### config.mk
export PLATFORM = sky130hd
export DESIGN_NAME = serial_add_sub
export DESIGN_NICKNAME = d
export VERILOG_FILES = /design/src/rtl/serial_add_sub.sv
export SDC_FILE = /design/constraint.sdc
export NUM_CORES = 1
export LEC_CHECK = 0
export ABC_AREA = 1
export BUFFER_PORTS_ARGS = -buffer_cell sky130_fd_sc_hd__buf_2
export CAP_MARGIN = 20
export CELL_PAD_IN_SITES_DETAIL_PLACEMENT = 0
export CELL_PAD_IN_SITES_GLOBAL_PLACEMENT = 1
export CORE_UTILIZATION = 44
export DETAILED_ROUTE_END_ITERATION = 12
export HOLD_SLACK_MARGIN = 0.15
export PLACE_DENSITY = 0.94
export SYNTH_ARGS = -nofsm -noshare
export SYNTH_HDL_FRONTEND = slang
export SYNTH_SLANG_ARGS = --single-unit
### constraint.sdc
create_clock -name clk -period 2 [get_ports clk]
set_input_delay 0.2 -clock clk [delete_from_list [all_inputs] [get_ports clk]]
set_output_delay 0.2 -clock clk [all_outputs]
set_load 0.05 [all_outputs]
### src/rtl/serial_add_sub.sv
`default_nettype none
// ============================================================================
// Module      : serial_add_sub
// Description : Bit-serial two's-complement adder/subtractor. It adds one bit
//               per clock, LSB first, using one full-adder cell and a carry
//               flop. A start request loads the operands. A one-cycle done
//               pulse goes with the registered result.
// Revision    : 1.0  initial release
// ============================================================================
module serial_add_sub #(
  parameter int WIDTH = 8
) (
  input  logic             clk,
  input  logic             rst_n,
  input  logic             start,
  input  logic             sub,
  input  logic [WIDTH-1:0] a,
  input  logic [WIDTH-1:0] b,
  output logic             busy,
  output logic             done,
  output logic [WIDTH-1:0] result,
  output logic             carry_out,
  output logic             overflow
);

  // The counter must be able to hold WIDTH, because it is incremented once
  // more on the final bit edge.
  localparam int CW = $clog2(WIDTH + 1);

  typedef enum logic [1:0] {
    S_IDLE = 2'd0,
    S_RUN  = 2'd1,
    S_DONE = 2'd2
  } state_t;

  state_t           r_state;
  logic [WIDTH-1:0] r_op_a;
  logic [WIDTH-1:0] r_op_b;
  // Holds only the upper WIDTH-1 bits of the sum built so far. The bit
  // produced on the current edge comes from w_s and completes the word.
  logic [WIDTH-2:0] r_sum;
  logic [CW-1:0]    r_cnt;
  logic             r_carry;
  logic             r_sub;
  logic             r_busy;
  logic             r_done;
  logic [WIDTH-1:0] r_result;
  logic             r_cout;
  logic             r_ovf;

  logic             w_s;
  logic             w_cout;
  logic             w_last;
  logic [WIDTH-1:0] w_sum_next;

  // Single full-adder cell working on the current LSBs.
  assign w_s        = r_op_a[0] ^ r_op_b[0] ^ r_carry;
  assign w_cout     = (r_op_a[0] & r_op_b[0]) | (r_op_a[0] & r_carry) | (r_op_b[0] & r_carry);
  assign w_last     = (r_cnt == CW'(WIDTH - 1));
  assign w_sum_next = {w_s, r_sum};

  // Control FSM and datapath. r_carry is the carry into the bit being
  // processed. On the last edge it is therefore the carry into the MSB,
  // which is what the signed overflow test needs.
  always_ff @(posedge clk or negedge rst_n) begin
    if (!rst_n) begin
      r_state  <= S_IDLE;
      r_op_a   <= '0;
      r_op_b   <= '0;
      r_sum    <= '0;
      r_cnt    <= '0;
      r_carry  <= 1'b0;
      r_sub    <= 1'b0;
      r_busy   <= 1'b0;
      r_done   <= 1'b0;
      r_result <= '0;
      r_cout   <= 1'b0;
      r_ovf    <= 1'b0;
    end else begin
      r_done <= 1'b0;
      unique case (r_state)
        S_IDLE, S_DONE: begin
          if (start) begin
            r_op_a  <= a;
            r_op_b  <= sub ? ~b : b;
            r_sub   <= sub;
            r_carry <= sub;
            r_cnt   <= '0;
            r_busy  <= 1'b1;
            r_state <= S_RUN;
          end else begin
            r_state <= S_IDLE;
          end
        end
        S_RUN: begin
          r_carry <= w_cout;
          r_sum   <= w_sum_next[WIDTH-1:1];
          r_op_a  <= r_op_a >> 1;
          r_op_b  <= r_op_b >> 1;
          r_cnt   <= r_cnt + CW'(1);
          if (w_last) begin
            r_result <= w_sum_next;
            r_cout   <= r_sub ? ~w_cout : w_cout;
            r_ovf    <= r_carry ^ w_cout;
            r_done   <= 1'b1;
            r_busy   <= 1'b0;
            r_state  <= S_DONE;
          end
        end
        default: begin
          r_state <= S_IDLE;
        end
      endcase
    end
  end

  assign busy      = r_busy;
  assign done      = r_done;
  assign result    = r_result;
  assign carry_out = r_cout;
  assign overflow  = r_ovf;

endmodule
`default_nettype wire

==> After elaboration in Yosys (flattened, before gate mapping) <==
Cells that the tools add are included.
{ "word_totals": {"wordCells": 53, "output_inout_bits": 12, "reg_bits": 43, "input_bits": 20} }
{ "classes": {"reduce_logical": 7, "bitwise": 10, "mux": 18, "n_eq_ne": 5, "add_sub_neg": 1} }
{ "ops": {"columns": ["operator", "n"], "rows": [
  ["one-hot mux 8 bit (2 select lines)", 2],
  ["two-way mux 8 bit", 3],
  ["NOT 8 bit", 1],
  ["one-hot mux 4 bit (2 select lines)", 1],
  ["two-way mux 1 bit", 7],
  ["AND reduction 2 bit", 3],
  ["adder 4 x 1 -> 4 bit, second input constant", 1],
  ["== test 4 x 3 -> 1 bit, second input constant", 1],
  ["two-way mux 4 bit", 1],
  ["!= test 2 bit, second input constant", 2],
  ["one-hot mux 1 bit (2 select lines)", 2],
  ["one-hot mux 2 bit (2 select lines)", 1],
  ["bitwise AND 1 bit", 3],
  ["AND reduction 3 bit", 1],
  ["XOR 1 bit", 3],
  ["== test 2 x 1 -> 1 bit, second input constant", 1],
  ["== test 2 bit, second input constant", 1],
  ["logical NOT 2 bit", 1],
  ["two-way mux 2 bit", 1],
  ["OR 1 bit", 2],
  ["nonzero test 2 bit", 1],
  ["OR reduction 2 bit", 1],
  ["NOT 1 bit", 1]
]} }

==> Depth between registers and ports, before layout <==
Gate-level depths: netlist of run 1.
{ "logic_depth": {"word_depth": 5, "depth_mapped": 7, "mapped_depth_nobuf": 6} }

==> Least setup slack after synthesis of run 1 <==
No wires, ideal clock.
{ "synth_path": {"kind": "register -> register", "from": "reg r_op_a[0]", "to": "reg r_ovf, in the netlist overflow", "setup_ns": 0.118, "required_time_ns": 1.882, "path_stages_with_launch": 5, "arrival_ns": 1.120, "setup_slack_ns": 0.762, "period_less_slack_ns": 1.238, "n_path_buf": 0, "path_cell_list": "dfrtp_1 fa_1 xor2_1 nand2_1 nand2_1"} }
{ "synth_via": {"elab_chain_cells": 4, "word_cells_on_any_way": 5, "classes_between": "5 x bitwise"} }
{ "synth_rtl": {"columns": ["element", "line_no", "text"], "rows": [
  ["start: declaration", "37", "logic [WIDTH-1:0] r_op_a;"],
  ["start signal: assignment", "98", "r_op_a <= r_op_a >> 1;"],
  ["bitwise AND 1 bit", "58", "assign w_cout = (r_op_a[0] & r_op_b[0]) | (r_op_a[0] & r_carry) | (r_op_b[0] & r_carry);"],
  ["OR 1 bit (*) (2 in a row)", "58", null],
  ["XOR 1 bit (*)", "104", "r_ovf <= r_carry ^ w_cout;"],
  ["end signal: assignment", "104", null],
  ["end: declaration", "49", "logic r_ovf;"]
]} }
Mark *: on every way between the ends. The rest lies on a longest branch, timed or not.
A chain may end at the register's enable or synchronous reset.

==> Final worst setup path of run 1 <==
{ "layout_path": {"from": "reg r_state[1]", "to": "reg r_ovf, in the netlist overflow"} }
{ "layout_via": {"elab_chain_cells": 2} }
{ "layout_rtl": {"columns": ["element", "line_no", "text"], "rows": [
  ["start: declaration", "36", "state_t r_state;"],
  ["start signal: assignment", "67", "r_state <= S_IDLE;"],
  ["start signal: assignment", "90", "r_state <= S_RUN;"],
  ["start signal: assignment", "92", "r_state <= S_IDLE;"],
  ["== test 2 x 1 -> 1 bit", "81", "unique case (r_state)"],
  ["AND reduction 2 bit (no source line)", null, null]
]} }
Every way passes these cells.

==> results.py, run 1 <==
metrics = {
    "setup_path": {
        "cp_common_cell": "nand2_1",
        "rrSetupSlack_ns": 0.62,
        "cp-end-kind": "flip-flop",
        "crit_chain": "inv_1 > nand2_2 > nor2_2 > nand2_1 > nand2_1",
        "worstPathArrival_ns": 1.60,
        "crit_required_ns": 2.23,
        "crit_fanout": 18,
        "critPathSlowestCell": "nor2_2",
        "critical_path_class": "reg -> reg",
        "cp_slowest_stage_delay_ns": 0.45,
        "cp-start-kind": "flip-flop",
    },
    "grt": {
        "grt_pass1_wl_mm": 6.403,
        "grt_pass1_vias": 1468,
        "antenna_found_initial": 0,
        "grt-ovfl-total": 0,
        "grt_use_total_pct": 18.71,
        "grt_start_max_net_pins": 24,
    },
    "clocking": {
        "cts_tree": "yes",
        "ctsResizeCount": 0,
        "clk_path_buf_depth": 2,
        "clkTransAtPathRegs_ns": 0.08,
        "numCtsBuffers": 5,
        "cts-root-buf": "clkbuf_8",
        "clock_latency_ns": 0.29,
        "htree_num_levels": 2,
        "clkSinkCount": 43,
    },
    "sta": {
        "relSlewSlack_pct": 67.89,
        "tightest_slew_ns": 0.4817,
        "drv_slew": 0,
        "setup_violations": 0,
        "period_needed_ns": 1.375,
        "max_freq_mhz": 727.2,
        "finalHoldViolations": 0,
        "skew_ns": 0.007123,
        "tns_ns": 0,
        "min_period_over_period_pct": 68.75,
        "grt_setup_unrepaired": "false",
    },
    "yosys": {
        "synth_compound_area_share_pct": 2.041,
        "synth_area_um2": 1962,
        "synth_mux_area_share_pct": 0,
        "synth_top_family_by_area": "simple AND/OR/NAND/NOR gates",
        "syn_avg_cell_area_um2": 8.008,
        "yosysWarningCount": 0,
        "synth-xor-area-share_pct": 0.8929,
        "yosysUniqueCellTypes": 19,
        "ys_seq_area_share_pct": 54.85,
        "synthCells": 245,
        "synth-seq-cells": 43,
        "synthSimpleGateAreaFrac_pct": 34.18,
        "synthAdderAreaFrac_pct": 1.658,
        "syn_nets": 267,
    },
    "floorplan": {
        "fp-row-count": 23,
        "core_area_um2": 4144,
        "dieArea_um2": 4730,
        "die_x_um": 68.78,
        "initial_core_util_pct": 47.34,
        "dieHeight_um": 68.78,
        "top_level_ports": 32,
    },
    "routing": {
        "post_drt_wl_per_cell_um": 10.60,
        "vias": 1542,
        "ant_nets": 0,
        "wirelength_mm": 3.499,
        "first_iter_violations": 93,
        "first_pass_iters": 4,
        "vias_per_cell": 4.673,
        "route.detailed.drc": 0,
    },
    "final_layout": {
        "fin_nets": 301,
        "final_common_cell": "nand2_1",
        "area_delta_synth_final_pct": 16.33,
        "n_antenna_cell": 0,
        "drive_above_1_share_pct": 18.57,
        "layout_common_cells": "117 x nand2_1, 43 x dfrtp_1, 31 x buf_2",
    },
    "worst_hold_path": {
        "hold_class": "in -> reg",
    },
    "outcome": {
        "status": "completed",
    },
    "power": {
        "power_per_cell_area_nw_per_um2": 1650,
        "p_seq_share_pct": 39.8,
        "vdd_drop_max_mv": 0.5143,
        "power.switching_mw": 1.640,
        "internal_power_mw": 2.124,
        "switching_share_pct": 43.58,
        "leakage_nw": 1.265,
        "power.total_mw": 3.765,
        "comb_power_share_pct": 42.4,
        "clkPwrFrac_pct": 17.8,
    },
    "placement": {
        "io_buffers": 31,
        "place.gp.congestion": 0.7625,
        "dp_hpwl_mm": 2.350,
    },
    "run": {
        "cap_viol_max_count": 0,
    },
}
[final cells by class]
type	instances	area (um^2)
Clock buffer	5	68.82
Clock inverter	3	43.79
Sequential cell	43	1076
Tap cell	50	62.56
Timing Repair Buffer	36	210.2
Multi-Input combinational cell	177	760.7
Inverter	16	60.06
Fill cell	392	1862
[cells by family after synthesis]
group	after synthesis
AOI/OAI and AO/OA	8
xor gates and xnor gates	2
adders and majority gates	2
buffers and inverters	25
DFF	43
and+or+nand+nor	165
[registers in the layout, summed over array words and instances, names as in the netlist, 2 cells and up]
signal and cells:
r_sum 7, r_cnt 4, result 8, r_op_a 8, r_op_b 8, r_state 2
[metal layers]
| metal | track usage [%] | vias to the layer above | share of wire (%) |
|---|---|---|---|
| li1 | - | 816 | - |
| met1 | 25.37 | 697 | 52 |
| met2 | 27.82 | 27 | 44 |
| met3 | 5.757 | 2 | 3.3 |
| met4 | 7.398 | 0 | 0.94 |
| met5 | 0 | - | 0 |
[power groups by stage]
stage                     combinational (mW)  sequential, mW  clock (mW)
final                                   1.59            1.50       0.670
after floorplan                        0.953            1.85           0
after global placement                  1.59            1.50           0
after global routing                    1.83            1.56       0.734
after CTS                               1.62            1.50       0.687
after detailed placement                1.61            1.52           0
[what timing repair did]
item                      in CTS  in global routing
hold endpoints to repair      21                  0
buffers inserted               0                  0
hold buffers                   2                  0
[final timing paths]
| path | startpoint | to | cells after the start |
|---|---|---|---|
| max | r_state[1] | overflow | 5 |
| min | b[7] | r_op_b[7] | 4 |
| max reg2reg | r_state[1] | overflow | 5 |
| min reg2reg | result[2] | result[2] | 2 |
| max in group asynchronous | rst_n | r_op_a[3] | 3 |
| min in group asynchronous | rst_n | r_sum[3] | 2 |
[metrics by stage]
step | setup WS, ns | cell area (um^2) | hold slack (ns) | util [%] | std cells
floorplan | 0.7625 | 1962 | -0.09559 | - | 245
global placement | 0.6882 | 2150 | 0.1922 | 51.87 | 320
detailed placement | 0.6310 | 2150 | 0.1934 | 51.87 | 320
CTS | 0.6020 | 2282 | 0.1660 | 55.07 | 330
global route | 0.4530 | 2282 | 0.1789 | 55.07 | 330
finish | 0.6249 | 2282 | 0.1745 | 55.07 | 330
[synthesized netlist by cell type (all sizes together)]
library cell    n  area [um^2]
dfrtp          43         1076
o21ai           7        35.03
nor2           22        92.59
inv            16        60.06
buf             9        65.06
ha              1        12.51
a21oi           1        5.000
or2             2        12.51
xor2            2        17.52
nand2         121        464.2
nand4           1        6.260
fa              1        20.02
nand3          19        95.09
[worst max-delay path: cells and delay by family, from the launching register on]
kind	cells	cell delay [ns]
simple gates	4	0.82
flops	1	0.42
buf+inv	1	0.08
Power figures use the tool's default switching activity.
==> run 2: changes to the inputs <==
CORE_UTILIZATION = 37   (was 44)
PLACE_DENSITY = 0.85   (was 0.94)
clock period = 1.2 ns   (was 2 ns; I/O delays follow)
==> run 2 against run 1 <==
  * Die area increased by 18%
  * Via count increased by 8.0%
  * Critical path type unchanged
  * Routed wire length is 18% higher
  * Clock power is 38% higher
  * Critical path depth rose by 1
  * Largest cell class unchanged
  * Largest power group unchanged
  * Critical endpoint is now carry_out
  * The flow now finishes with violations (negative setup slack)
  * Worst hold slack gained 0.0037 ns
==> results.py, run 2 (synthesis gave the netlist of run 1 again) <==
metrics = {
    "outcome": {
        "status": "finished, violations left",
        "violations": "negative setup slack",
    },
    "setup_path": {
        "worstPathArrival_ns": 1.41,
        "critPathSlowestCell": "dfrtp_1",
        "cp-start-kind": "flip-flop",
        "r2r-start": "r_cnt[1]",
        "rrSetupSlack_ns": -0.02,
        "crit_buf_inv": 0,
        "crit_fanout": 5,
        "critical_path_class": "reg -> reg",
        "cp-end-kind": "flip-flop",
        "crit_chain": "ha_4 > nand2_4 > nor2_4 > nand2_4 > nand2_1 > nand2_1",
        "cp_slowest_stage_delay_ns": 0.40,
        "r2r_cells": 6,
        "r2r_end": "carry_out",
        "crit_family": "simple AND/OR/NAND/NOR gates",
        "crit_required_ns": 1.39,
    },
    "placement": {
        "dp_hpwl_mm": 2.533,
        "place.gp.congestion": 0.7136,
        "io_buffers": 31,
    },
    "clocking": {
        "htree_num_levels": 2,
        "numCtsBuffers": 5,
        "cts-root-buf": "clkbuf_8",
        "clkTransAtPathRegs_ns": 0.08,
        "clock_latency_ns": 0.30,
        "clk_path_buf_depth": 2,
        "clkSinkCount": 43,
        "cts_tree": "yes",
    },
    "sta": {
        "tightest_slew_ns": 0.2731,
        "finalHoldViolations": 0,
        "period_needed_ns": 1.216,
        "fin_ws_ns": -0.01617,
        "skew_ns": 0.005222,
        "grt_setup_unrepaired": "true",
        "relSlewSlack_pct": 81.79,
        "max_freq_mhz": 822.3,
        "setup_violations": 5,
        "min_period_over_period_pct": 101.3,
        "drv_slew": 0,
        "hold-worst-slack_ns": 0.1782,
        "tns_ns": -0.03811,
    },
    "power": {
        "leakage_nw": 1.405,
        "power_per_cell_area_nw_per_um2": 2557,
        "power.total_mw": 6.682,
        "vdd_drop_max_mv": 0.9889,
    },
    "final_layout": {
        "area_delta_synth_final_pct": 33.23,
        "drive_above_1_share_pct": 23.95,
        "final_common_cell": "nand2_1",
        "post-route-util_pct": 51.18,
        "fin_nets": 331,
        "n_antenna_cell": 0,
        "layout_common_cells": "113 x nand2_1, 43 x dfrtp_1, 31 x buf_2",
    },
    "routing": {
        "ant_nets": 0,
        "route.detailed.drc": 0,
        "post_drt_wl_per_cell_um": 10.87,
        "vias": 1665,
        "wirelength_mm": 4.120,
        "first_iter_violations": 114,
        "vias_per_cell": 4.393,
        "first_pass_iters": 4,
    },
    "floorplan": {
        "top_level_ports": 32,
        "die_x_um": 74.82,
        "dieArea_um2": 5597,
        "core_area_um2": 5107,
        "dieHeight_um": 74.82,
        "initial_core_util_pct": 38.41,
        "fp-row-count": 26,
    },
    "worst_hold_path": {
        "hold_class": "in -> reg",
        "hold_path_depth": 4,
        "holdPathEnd": "r_cnt[0]",
        "min_from": "start",
    },
    "grt": {
        "grt_start_max_net_pins": 44,
        "antenna_found_initial": 0,
        "grt-ovfl-total": 0,
        "grt_pass1_vias": 1590,
        "grt_use_total_pct": 17.14,
        "grt_pass1_wl_mm": 7.148,
    },
    "run": {
        "cap_viol_max_count": 0,
    },
}
-- run 2: final cells by class --
class	instances	area, um^2
tap	70	87.58
inverter	16	60.06
fill	499	2494
clock inverter	1	5.005
timing repair buffer	65	478.0
clock buffer	6	82.58
multi-input combinational	178	824.5
sequential	43	1076
-- run 2: power breakdown --
part           internal, mW  leakage [nW]  switching [mW]  total (mW)
clock network         0.452        0.0470           0.471       0.922
logic                  1.19         0.821            2.06        3.24
registers              2.10         0.537           0.416        2.52
total                  3.74          1.41            2.94        6.68
-- run 2: worst max-delay path by stage --
stage                 to  depth (start not counted)  slack, ns  startpoint
2_1_floorplan   overflow                          4       0.03   r_op_a[0]
3_3_place_gp   carry_out                          4      0.002   r_op_a[0]
3_5_place_dp    overflow                          4      -0.01   r_op_a[0]
4_1_cts         overflow                          4     0.0008     r_carry
5_1_grt        carry_out                          6      -0.06    r_cnt[1]
6_report       carry_out                          6      -0.02    r_cnt[1]
-- run 2: routing by layer --
metal,part of all wire (%),vias up,global-route usage (%)
met5,0,-,0
met4,1.8,0,6.918
met3,2.7,6,4.016
met2,48,27,28.33
met1,48,757,21.73
li1,-,875,-
-- run 2: what timing repair did --
action                                  in CTS  in global routing
resized for setup                            2                 13
hold endpoints to repair                    59                  0
pin swaps                                    4                  9
cloned                                       1                  0
buffers inserted                             0                  4
hold buffers                                17                  0
endpoints found under the setup margin       8                 11
-- run 2: through the flow --
stage,std cells,setup WS [ns],instance area (um^2)
2_1_floorplan,245,0.02835,1964
3_3_place_gp,350,0.001776,2265
3_5_place_dp,350,-0.01116,2265
4_1_cts,375,0.0008009,2534
5_1_grt,379,-0.05885,2614
6_report,379,-0.01617,2614
-- run 2: worst register-to-register path, stage by stage (launching register included) --
cell     delay, ns
dfrtp_1       0.40
ha_4          0.18
nand2_4       0.06
nor2_4        0.22
nand2_4       0.12
nand2_1       0.09
nand2_1       0.05
==> run 3: changes to the inputs <==
--- a/config.mk
+++ b/config.mk
@@ -14,3 +14,2 @@
 export DETAILED_ROUTE_END_ITERATION = 12
-export HOLD_SLACK_MARGIN = 0.15
 export PLACE_DENSITY = 0.85
--- a/constraint.sdc
+++ b/constraint.sdc
@@ -3,2 +3,2 @@
 set_output_delay 0.12 -clock clk [all_outputs]
-set_load 0.05 [all_outputs]
+set_load 0.02 [all_outputs]
==> run 3 against run 2 <==
  * The run still ends with negative setup slack left
  * Combinational power shrank 14%
  * Sequential share of layout area grew 2.7 points
  * Critical path depth is the same
  * Total power shrank 6.7%
  * Sequential power is essentially flat
  * Sequential cell count is the same
  * Final cell count shrank 4.2%
  * Critical path type unchanged
  * Critical endpoint unchanged
  * Largest cell class unchanged
  * Highest routed layer unchanged
==> results.py, run 3 (synthesis gave the netlist of run 1 again) <==
metrics = {
    "outcome": {
        "status": "finished, violations left",
        "violations": "negative setup slack",
    },
    "clocking": {
        "clkTransAtPathRegs_ns": 0.08,
        "numCtsBuffers": 5,
        "htree_num_levels": 2,
        "clkSinkCount": 43,
        "cts-root-buf": "clkbuf_8",
        "cts_tree": "yes",
        "clk_path_buf_depth": 2,
        "clock_latency_ns": 0.30,
    },
    "sta": {
        "setup_violations": 5,
        "skew_ns": 0.005365,
        "period_needed_ns": 1.217,
        "tightest_slew_ns": 0.2731,
        "max_freq_mhz": 821.8,
        "relSlewSlack_pct": 81.79,
        "min_period_over_period_pct": 101.4,
        "finalHoldViolations": 0,
        "drv_slew": 0,
        "grt_setup_unrepaired": "true",
        "fin_ws_ns": -0.01683,
    },
    "setup_path": {
        "worstPathArrival_ns": 1.41,
        "crit_required_ns": 1.39,
        "cp-start-kind": "flip-flop",
        "crit_fanout": 5,
        "cp_slowest_stage_delay_ns": 0.40,
        "critPathSlowestCell": "dfrtp_1",
        "cp-end-kind": "flip-flop",
        "critical_path_class": "reg -> reg",
        "crit_chain": "ha_4 > nand2_4 > nor2_4 > nand2_4 > nand2_1 > nand2_1",
    },
    "routing": {
        "wirelength_mm": 4.003,
        "first_pass_iters": 4,
        "ant_nets": 0,
        "wl_met2_mm": 1.874,
        "met1_length_mm": 1.938,
        "first_iter_violations": 99,
        "dr_wl_met3_um": 114,
        "vias": 1603,
        "vias_per_cell": 4.416,
        "post_drt_wl_per_cell_um": 11.03,
        "top_layer_used": "met4",
        "route.detailed.drc": 0,
    },
    "grt": {
        "grt-ovfl-total": 0,
        "antenna_found_initial": 0,
        "grt_start_max_net_pins": 44,
        "grt_pass1_vias": 1533,
        "grt_use_total_pct": 16.74,
        "grt_pass1_wl_mm": 6.969,
    },
    "power": {
        "vdd_drop_max_mv": 0.8755,
        "power_per_cell_area_nw_per_um2": 2540,
        "leakage_nw": 1.339,
        "power.total_mw": 6.232,
    },
    "final_layout": {
        "final_common_cell": "nand2_1",
        "layout_common_cells": "113 x nand2_1, 43 x dfrtp_1, 31 x buf_2",
        "area_delta_synth_final_pct": 25.06,
        "fin_nets": 315,
        "fin_cells": 363,
        "n_antenna_cell": 0,
        "drive_above_1_share_pct": 25.26,
        "stdcell_area_um2": 2454,
    },
    "floorplan": {
        "top_level_ports": 32,
        "initial_core_util_pct": 38.41,
        "core_area_um2": 5107,
        "fp-row-count": 26,
        "die_x_um": 74.82,
        "dieHeight_um": 74.82,
        "dieArea_um2": 5597,
    },
    "run": {
        "cap_viol_max_count": 0,
    },
    "placement": {
        "io_buffers": 31,
        "place.gp.congestion": 0.7136,
        "placedInstanceArea_um2": 2265,
        "dp.cells": 350,
        "dp_hpwl_mm": 2.533,
    },
    "worst_hold_path": {
        "hold_class": "in -> reg",
    },
}
run 3: routing by layer:
metal,vias up,global-route usage [%]
met5,-,0
li1,843,-
met4,0,6.918
met1,727,21.56
met3,6,4.016
met2,27,27.13
run 3: final timing paths:
path / start / endpoint / slack (ns) / cells after the start
setup reg to reg: r_cnt[1] / carry_out / -0.02 / 6
hold / removal: a[7] / r_op_a[7] / 0.02 / 3
max in group asynchronous: rst_n / busy / 0.67 / 3
setup / recovery: r_cnt[1] / carry_out / -0.02 / 6
min in group asynchronous: rst_n / r_op_a[4] / 0.32 / 3
hold reg to reg: r_sum[4] / result[4] / 0.47 / 2
run 3: report_power, final:
group	total (mW)	internal, mW	leakage [nW]	switching [mW]
clock	0.922	0.452	0.0470	0.471
combinational	2.79	1.15	0.754	1.64
sequential	2.52	2.10	0.537	0.416
total	6.23	3.71	1.34	2.53
run 3: critical path: cells and delay by family, from the launching register on:
kind | cells | cell delay [ns]
flops | 1 | 0.40
fa+ha+maj | 1 | 0.18
simple gates | 5 | 0.54
run 3: stage by stage:
step	hold WS (ns)	setup slack, ns	setup TNS, ns	utilization [%]
2_1_floorplan	-0.1756	0.02966	0	-
3_3_place_gp	0.1132	0.001776	0	44.34
3_5_place_dp	0.1128	-0.01116	-0.01905	44.34
4_1_cts	0.01635	0.0008009	0	46.47
5_1_grt	0.03118	-0.05885	-0.3102	48.04
6_report	0.02229	-0.01683	-0.04144	48.04
run 3: final cells by class:
type | instances | area [um^2]
Multi-Input combinational cell | 178 | 824.5
Timing Repair Buffer | 49 | 317.8
Sequential cell | 43 | 1076
Inverter | 16 | 60.06
Clock inverter | 1 | 5.005
Tap cell | 70 | 87.58
Clock buffer | 6 | 82.58
Fill cell | 511 | 2654
run 3: repair_timing:
action	CTS	global route
endpoints found under the setup margin	8	11
gates resized for setup	2	13
hold endpoints to repair	43	0
pin swaps	4	9
cloned	1	0
buffers inserted	0	4
hold buffers	1	0
